`config.mk`:
```
export PLATFORM = sky130hd
export DESIGN_NAME = alu_cmd_queue
export DESIGN_NICKNAME = d
export VERILOG_FILES = /design/src/rtl/alu_cmd_queue.sv
export SDC_FILE = /design/constraint.sdc
export NUM_CORES = 1
export LEC_CHECK = 0
export CELL_PAD_IN_SITES_DETAIL_PLACEMENT = 0
export CELL_PAD_IN_SITES_GLOBAL_PLACEMENT = 1
export CORE_AREA = 2 2 109 111
export DETAILED_ROUTE_END_ITERATION = 12
export DIE_AREA = 0 0 111 113
export GPL_TIMING_DRIVEN = 1
export PLACE_DENSITY_LB_ADDON = 0.1
export SYNTH_ARGS = -nofsm -noshare
export SYNTH_HDL_FRONTEND = slang
export SYNTH_SLANG_ARGS = --single-unit
```
`constraint.sdc`:
```
create_clock -name clk -period 2 [get_ports clk]
set_input_delay 0.4 -clock clk [delete_from_list [all_inputs] [get_ports clk]]
set_output_delay 0.4 -clock clk [all_outputs]
set_load 0.05 [all_outputs]
```
`src/rtl/alu_cmd_queue.sv`:
```
// rtl/alu_cmd_queue.sv - command FIFO feeding an external combinational ALU
// One command executes at a time; each result is held until the consumer takes it.
module alu_cmd_queue #(
  parameter int DEPTH = 4,
  parameter int W     = 8
) (
  input  logic                     clk,
  input  logic                     rst_n,
  input  logic                     in_valid,
  output logic                     in_ready,
  input  logic [W-1:0]             in_a,
  input  logic [W-1:0]             in_b,
  input  logic [3:0]               in_sel,
  output logic [W-1:0]             alu_a,
  output logic [W-1:0]             alu_b,
  output logic [3:0]               alu_sel,
  input  logic [W-1:0]             alu_c,
  output logic                     out_valid,
  input  logic                     out_ready,
  output logic [W-1:0]             out_c,
  output logic [3:0]               out_sel,
  output logic                     out_err,
  output logic [$clog2(DEPTH):0]   count
);

  localparam int AW = $clog2(DEPTH);
  localparam int CW = AW + 1;
  localparam int DW = 2 * W + 4;

  typedef enum logic [1:0] {S_IDLE, S_EXEC, S_RESP} state_t;

  state_t         r_state;
  state_t         w_next;
  logic [DW-1:0]  r_mem [DEPTH];
  logic [AW-1:0]  r_wr_ptr;
  logic [AW-1:0]  r_rd_ptr;
  logic [CW-1:0]  r_count;
  logic [W-1:0]   r_alu_a;
  logic [W-1:0]   r_alu_b;
  logic [3:0]     r_alu_sel;
  logic [W-1:0]   r_out_c;
  logic [3:0]     r_out_sel;
  logic           r_out_err;

  logic           w_in_ready;
  logic           w_push;
  logic           w_pop;
  logic           w_capture;
  logic           w_has_cmd;
  logic           w_illegal;
  logic [DW-1:0]  w_head;

  // in_ready looks only at the registered count, so a same-cycle pop never frees a slot early
  assign w_in_ready = (r_count < CW'(DEPTH));
  assign w_push     = in_valid & w_in_ready;
  assign w_has_cmd  = (r_count != '0);
  assign w_head     = r_mem[r_rd_ptr];
  assign w_illegal  = (r_alu_sel > 4'b1011);

  always_ff @(posedge clk or negedge rst_n) begin
    if (!rst_n) begin
      r_state <= S_IDLE;
    end else begin
      r_state <= w_next;
    end
  end

  always_comb begin
    w_next = r_state;
    case (r_state)
      S_IDLE:  w_next = w_has_cmd ? S_EXEC : S_IDLE;
      S_EXEC:  w_next = S_RESP;
      S_RESP: begin
        if (out_ready) begin
          w_next = w_has_cmd ? S_EXEC : S_IDLE;
        end
      end
      default: w_next = S_IDLE;
    endcase
  end

  always_comb begin
    w_pop     = 1'b0;
    w_capture = 1'b0;
    case (r_state)
      S_IDLE:  w_pop     = w_has_cmd;
      S_EXEC:  w_capture = 1'b1;
      S_RESP:  w_pop     = out_ready & w_has_cmd;
      default: ;
    endcase
  end

  always_ff @(posedge clk) begin
    if (w_push) begin
      r_mem[r_wr_ptr] <= {in_a, in_b, in_sel};
    end
  end

  always_ff @(posedge clk or negedge rst_n) begin
    if (!rst_n) begin
      r_wr_ptr <= '0;
      r_rd_ptr <= '0;
      r_count  <= '0;
    end else begin
      if (w_push) begin
        r_wr_ptr <= r_wr_ptr + AW'(1);
      end
      if (w_pop) begin
        r_rd_ptr <= r_rd_ptr + AW'(1);
      end
      case ({w_push, w_pop})
        2'b10:   r_count <= r_count + CW'(1);
        2'b01:   r_count <= r_count - CW'(1);
        default: r_count <= r_count;
      endcase
    end
  end

  always_ff @(posedge clk or negedge rst_n) begin
    if (!rst_n) begin
      r_alu_a   <= '0;
      r_alu_b   <= '0;
      r_alu_sel <= '0;
      r_out_c   <= '0;
      r_out_sel <= '0;
      r_out_err <= 1'b0;
    end else begin
      if (w_pop) begin
        r_alu_a   <= w_head[DW-1 -: W];
        r_alu_b   <= w_head[W+3 -: W];
        r_alu_sel <= w_head[3:0];
      end
      // An illegal opcode still produces a result, but with the ALU output masked off
      if (w_capture) begin
        r_out_c   <= w_illegal ? '0 : alu_c;
        r_out_sel <= r_alu_sel;
        r_out_err <= w_illegal;
      end
    end
  end

  assign in_ready  = w_in_ready;
  assign alu_a     = r_alu_a;
  assign alu_b     = r_alu_b;
  assign alu_sel   = r_alu_sel;
  assign out_valid = (r_state == S_RESP);
  assign out_c     = r_out_c;
  assign out_sel   = r_out_sel;
  assign out_err   = r_out_err;
  assign count     = r_count;

endmodule

```
==> results of run 1 <==
==> stage by stage <==
| step | area [um^2] | setup TNS, ps | hold WS, ps | power (mW) |
|---|---|---|---|---|
| after global routing | 6240 | 0 | 512 | 11.8 |
| after floorplan | 4710 | -53.0 | 104 | 7.21 |
| final | 6240 | 0 | 498 | 11.2 |
| after CTS | 6210 | 0 | 505 | 11.4 |
| after detailed placement | 5660 | -1270 | 391 | 8.61 |
| after global placement | 5660 | -1110 | 384 | 8.56 |
==> area by class of cell <==
| cell class | count | area [um^2] |
|---|---|---|
| timing repair buffer | 82 | 860 |
| fill | 923 | 5030 |
| sequential | 122 | 3460 |
| tap | 143 | 179 |
| inverter | 8 | 30.0 |
| clock inverter | 11 | 103 |
| multi-input combinational | 84 | 1160 |
| clock buffer | 21 | 450 |
==> report_power, final <==
| group | internal, mW | total, mW | switching (mW) | leakage, nW |
|---|---|---|---|---|
| clock network | 1.84 | 2.82 | 0.986 | 0.279 |
| logic | 2.01 | 4.61 | 2.60 | 0.982 |
| registers | 3.41 | 3.76 | 0.349 | 1.22 |
==> cells in the mapped netlist, types with 2 or more instances <==
| cell type | number |
|---|---|
| edfxtp_1 | 80 |
| dfrtp_1 | 42 |
| mux2_4 | 18 |
| mux4_2 | 18 |
| a22o_1 | 8 |
| inv_1 | 8 |
| mux2_2 | 6 |
| ha_1 | 5 |
| and2_1 | 4 |
| clkbuf_1 | 3 |
| nor2b_1 | 3 |
| xnor2_1 | 3 |
| xor2_1 | 3 |
| buf_2 | 2 |
| buf_4 | 2 |
| buf_6 | 2 |
| mux4_1 | 2 |
| nand2b_1 | 2 |
| nor3_2 | 2 |
| o21ai_0 | 2 |
==> layer usage <==
layer | GRT usage | share of wire | vias up
met5 | 0 | 0 | -
met4 | 0.0575 | 0.012 | 0
met3 | 0.0546 | 0.058 | 10
met2 | 0.230 | 0.48 | 63
met1 | 0.181 | 0.46 | 1179
li1 | - | - | 1055
==> kinds of logic (layout without fill, tap and decap cells) <==
| logic type | after synthesis | in the layout |
|---|---|---|
| AO/OA/AOI/OAI | 12 | 12 |
| XOR/XNOR | 6 | 6 |
| adder cells (fa/ha/maj) | 6 | 6 |
| buffers and inverters | 17 | 122 |
| flip-flops | 122 | 122 |
| multiplexers | 45 | 45 |
| AND/OR/NAND/NOR | 15 | 15 |
==> flip-flops by register name, summed over array words and instances (netlist names) <==
signal    flops
out_err       1
r_wr_ptr      2
r_state       2
alu_sel       4
alu_a         8
out_sel       4
r_mem        80
count         3
out_c         8
r_rd_ptr      2
alu_b         8
==> timing repair <==
action | 4_1_cts | 5_1_grt
cloned | 0 | 0
endpoints found under the setup margin | 13 | 13
endpoints found under the hold margin | 17 | 0
gates resized for setup | 13 | 13
hold buffers | 1 | 0
==> worst paths after layout <==
kind / startpoint / end
setup / recovery: alu_a[3]$_DFFE_PN0P_ / alu_a[3]
hold / removal: out_c[0]$_DFFE_PN0P_ / out_c[0]$_DFFE_PN0P_
setup reg to reg: r_state[1]$_DFFE_PN0P_ / count[2]$_DFFE_PN0P_
hold reg to reg: out_c[0]$_DFFE_PN0P_ / out_c[0]$_DFFE_PN0P_
max in group asynchronous: rst_n / count[1]$_DFFE_PN0P_
min in group asynchronous: rst_n / alu_b[1]$_DFFE_PN0P_
==> impl_results.md, run 1 <==
- Syn_area_per_cell: 21.0 um^2
- Synth Instances: 223
- Element type at the critical path start: flip-flop
- Slew Limit Fails: 0
- Total gr overflow: 0
- Max FO, Critical Path: 2
- Port Buf Inserts: 69
- Peak supply drop: 0.848 mV
- Hold depth: 1
- Area Growth Syn to Fin: 33.5%
- Largest family of logic cells by synthesized area: multiplexers
- CTS tree: yes
- Commonest non-fill, non-tap cells in the layout: edfxtp_1 (80), clkdlybuf4s50_1 (40), dfrtp_1 (39)
- Post-Syn Area: 4670 um^2
- DR iter-0 viols: 100
- Inst Count DP: 438
- Endpoints failing setup: 0
- Commonest non-fill, non-tap cell in the layout: edfxtp_1
- CP Class: flip-flop to output port
- Post-Layout Cell Count: 471
- Tmin final: 1960 ps
- First-pass GRT wire length: 13400 um
- Via count: 2307
- Synth Area in Adders: 0.0177
- Clk pin slew, worst setup/hold paths: 50 ps
- Largest net degree at the start of global routing: 26
- Skew-Pair Late Insertion Delay: 400 ps
- TritonCTS Buffers: 17
- Number of synthesized flops with an enable pin: 80
- Clock tree buffer depth: 2
- CP arrival: 1560 ps
- CP Data Required Time: 1600 ps
- Routability congestion estimate: 0.732
- ANT cells: 0
- Post-synthesis sequential area ratio: 0.739
- Layout cells sized above 1: 0.280
- H-tree depth: 4
- Yosys top cell by area: edfxtp_1
- Critical path depth: 1
- # DRC: 0
- Sink Count: 122
- I/O pin count: 70
- Hold Path Class: flip-flop to flip-flop
- Fmax: 511 MHz
- Crit. End Element: output port
- Initial core utilization: 0.415
- CP bufs+invs: 1
- Multiplexer area fraction after synthesis: 0.172
- Hpwl dp: 5030 um
- Max-slew headroom at the worst pin: 0.591
- Period Utilization, post-route: 0.978
- Initial antenna violation count: 0
- Status: finished, final reports clean
- Synthesized Nets: 261
- Final Hold Viols: 0
- Least-Margin Pin Slew: 613 ps
- Reg2reg setup slack: 240 ps
- Post-synth ARST share: 0.344
- Total iterations of the first detailed-routing run: 4
- Largest stage delay, worst path: 810 ps
- # nets final: 353
- Chip height: 113 um
- Core area: 11300 um^2
- Synth Area in Compound Gates: 0.0201
- Number of global-route vias before repair: 2512
- R2R cell count: 8
- Chip width: 111 um
- Total Routing Usage GR: 0.145
- Pleak: 2.48 nW
- Synth Area in Simple Gates: 0.0209
- Max Cap Viol: 0
- Worst path slowest cell: clkdlybuf4s50_1
- Antenna Violating Nets Remaining: 0
- Main synth FF type: edfxtp_1
- Via density: 4.90
- Final Skew: 6.81 ps
- Synth unique cells: 28
- Routed WL per cell: 17.7 um
- Slack of the critical path: 43.7 ps
- Layout Utilization: 0.553
- RSZ-0062 raised after global routing: false
- Crit path max-delay family: buffers and inverters
- Die area: 12500 um^2
- Flops & latches, synth: 122
- Post-synthesis xor/xnor area fraction: 0.0112
- P per Cell Area: 1790 nW/um^2
- Routed WL: 8340 um
- Crit-path cells: clkdlybuf4s50_1
- Clk root buf: clkbuf_16
- Site Rows: 39
- Post-place setup slack: -177 ps
- Synth Warn #: 0
- Post-synth top area share: 0.514
- Top cells by area, synth: edfxtp_1 (51%), dfrtp_1 (22%), mux4_2 (8.7%)
- Post-CTS setup repair buffer count: 0
Power figures use the tool's default switching activity.
==> run 2, diff against run 1 <==
- clock period: 2 -> 1.7 ns (I/O delays scaled with it)
==> impl_results.md, run 2 (synthesis gave the netlist of run 1 again) <==
- Status: finished, final reports clean
- H-tree depth: 4 (unchanged)
- Slack of the critical path: 43.4 ps (-0.248 ps)
- Number of global-route vias before repair: 2574 (+2.5%)
- Clk pwr share: 0.266 (+0.014)
- Sequential share of power: 0.316 (-0.020)
- Pint: 9.07 mW (+25%)
- Post-place setup slack: -394 ps (-217 ps)
- DR iter-0 viols: 120 (+20%)
- ANT cells: 0 (unchanged)
- Routed WL: 8400 um (+0.71%)
- Reg2reg setup slack: 40 ps (-200 ps)
- CP arrival: 1980 ps (+420 ps)
- Largest net degree at the start of global routing: 22 (-15%)
- CP Class: flip-flop to flip-flop
- RSZ-0062 raised after global routing: true
- First-pass GRT wire length: 13500 um (+0.77%)
- P per Cell Area: 2170 nW/um^2 (+21%)
- TritonCTS Buffers: 17 (unchanged)
- Fmax: 604 MHz
- Endpoints failing setup: 0 (unchanged)
- Logic gate share of total power: 0.418 (+0.006)
- Dpl cell area: 5740 um^2 (+1.4%)
- Final Skew: 9.18 ps (+2.36 ps)
- # DRC: 0 (unchanged)
- Clk pin slew, worst setup/hold paths: 60 ps (about the same)
- Sw power: 4.86 mW (+23%)
- Switching share of power: 0.349 (-0.00330)
- Routed WL per cell: 17.2 um (-3.0%)
- CP Data Required Time: 2020 ps (+420 ps)
- Top reg by flops: r_mem
- Max Cap Viol: 0 (unchanged)
- Layout cells sized above 1: 0.457 (+0.176)
- Total gr overflow: 0 (unchanged)
- Element type at the critical path start: flip-flop
- Chip width: 111 um (unchanged)
- Clock tree buffer depth: 2 (unchanged)
- Port Buf Inserts: 69 (unchanged)
- Max reg flops: 80 (unchanged)
- Antenna Violating Nets Remaining: 0 (unchanged)
- Pleak: 2.52 nW (+1.4%)
- Slew Limit Fails: 0 (unchanged)
- Hold Path Class: input port to async pin
- Max FO, Critical Path: 3 (+1)
- Die area: 12500 um^2 (unchanged)
- Crit. End Element: flip-flop
- Area Growth Syn to Fin: 37.4%
- Chip height: 113 um (unchanged)
- Hpwl dp: 5490 um (+9.1%)
- Sink Count: 122 (unchanged)
- Routability congestion estimate: 0.728 (-0.56%)
- Clk root buf: clkbuf_16
- Initial core utilization: 0.415 (unchanged)
- Initial antenna violation count: 0 (unchanged)
- CTS tree: yes
- Via count: 2380 (+3.2%)
- Max-slew headroom at the worst pin: 0.707 (+0.116)
- Skew-Pair Late Insertion Delay: 400 ps (about the same)
- Via density: 4.87 (-0.63%)
- Total iterations of the first detailed-routing run: 4 (unchanged)
- I/O pin count: 70 (unchanged)
- Commonest non-fill, non-tap cells in the layout: edfxtp_1 (80), buf_4 (59), dfrtp_1 (39)
- Core area: 11300 um^2 (unchanged)
- Period Utilization, post-route: 0.974
- Least-Margin Pin Slew: 439 ps (-174 ps)
- Total Routing Usage GR: 0.144 (-0.000553)
- Site Rows: 39 (unchanged)
- Tmin final: 1660 ps
- Final Hold Viols: 0 (unchanged)
- # nets final: 371 (+5.1%)
- Peak supply drop: 1.18 mV (+39%)
- Final instance area: 6420 um^2 (+3.0%)
- Commonest non-fill, non-tap cell in the layout: edfxtp_1
run 2: path summary, 6_finish.rpt:
check | cells past startpoint | startpoint | endpoint
hold reg to reg | 1 | out_c[0]$_DFFE_PN0P_ | out_c[0]$_DFFE_PN0P_
setup reg to reg | 8 | count[1]$_DFFE_PN0P_ | count[2]$_DFFE_PN0P_
setup / recovery | 8 | count[1]$_DFFE_PN0P_ | count[2]$_DFFE_PN0P_
hold / removal | 2 | rst_n | alu_a[6]$_DFFE_PN0P_
max in group asynchronous | 3 | rst_n | count[2]$_DFFE_PN0P_
min in group clk | 3 | out_ready | r_state[1]$_DFFE_PN0P_
run 2: metal layers:
metal,vias up,track usage,part of all wire
li1,1090,-,-
met1,1227,0.183,0.45
met5,-,0,0
met4,0,0.0650,0.013
met2,56,0.233,0.49
met3,7,0.0418,0.042
run 2: power groups by stage:
stage,Clock (mW),Sequential (mW),Combinational (mW)
floorplan,0,5.91,2.58
CTS,3.78,4.42,5.88
finish,3.70,4.41,5.82
detailed placement,0,4.47,5.82
global route,3.91,4.50,6.19
global placement,0,4.45,5.79
run 2: layout make-up:
class | instances | area, um^2
multi-input cells | 84 | 1180
clock inverters | 9 | 95.1
well taps | 143 | 179
clock buffers | 23 | 543
fillers | 892 | 4850
repair buffers | 100 | 937
flip-flops and latches | 122 | 3460
inverters | 8 | 30.0
run 2: repair_timing:
item / CTS / global route
setup buffers: 2 / 1
resized for setup: 4 / 2
endpoints found under the hold margin: 13 / 0
pin swaps: 4 / 1
endpoints found under the setup margin: 4 / 5
hold buffers: 1 / 0
run 2: worst max-delay path, cell delays in order (launching register included):
cell     delay (ps)
dfrtp_2         390
nor3_4           60
nor3_4          220
ha_4            160
inv_2            30
fa_2            320
xor2_1          150
nor2_1          120
xnor2_1         120
run 2: metrics by stage:
stage | util | power [mW] | std cells | setup TNS (ps) | hold slack [ps]
global route | 0.570 | 14.6 | 489 | -44.3 | 451
global placement | 0.509 | 10.2 | 453 | -21680 | 310
finish | 0.570 | 13.9 | 489 | 0 | 427
CTS | 0.569 | 14.1 | 488 | -6.41 | 409
floorplan | - | 8.49 | 223 | -588 | 44.4
detailed placement | 0.509 | 10.3 | 453 | -20920 | 311
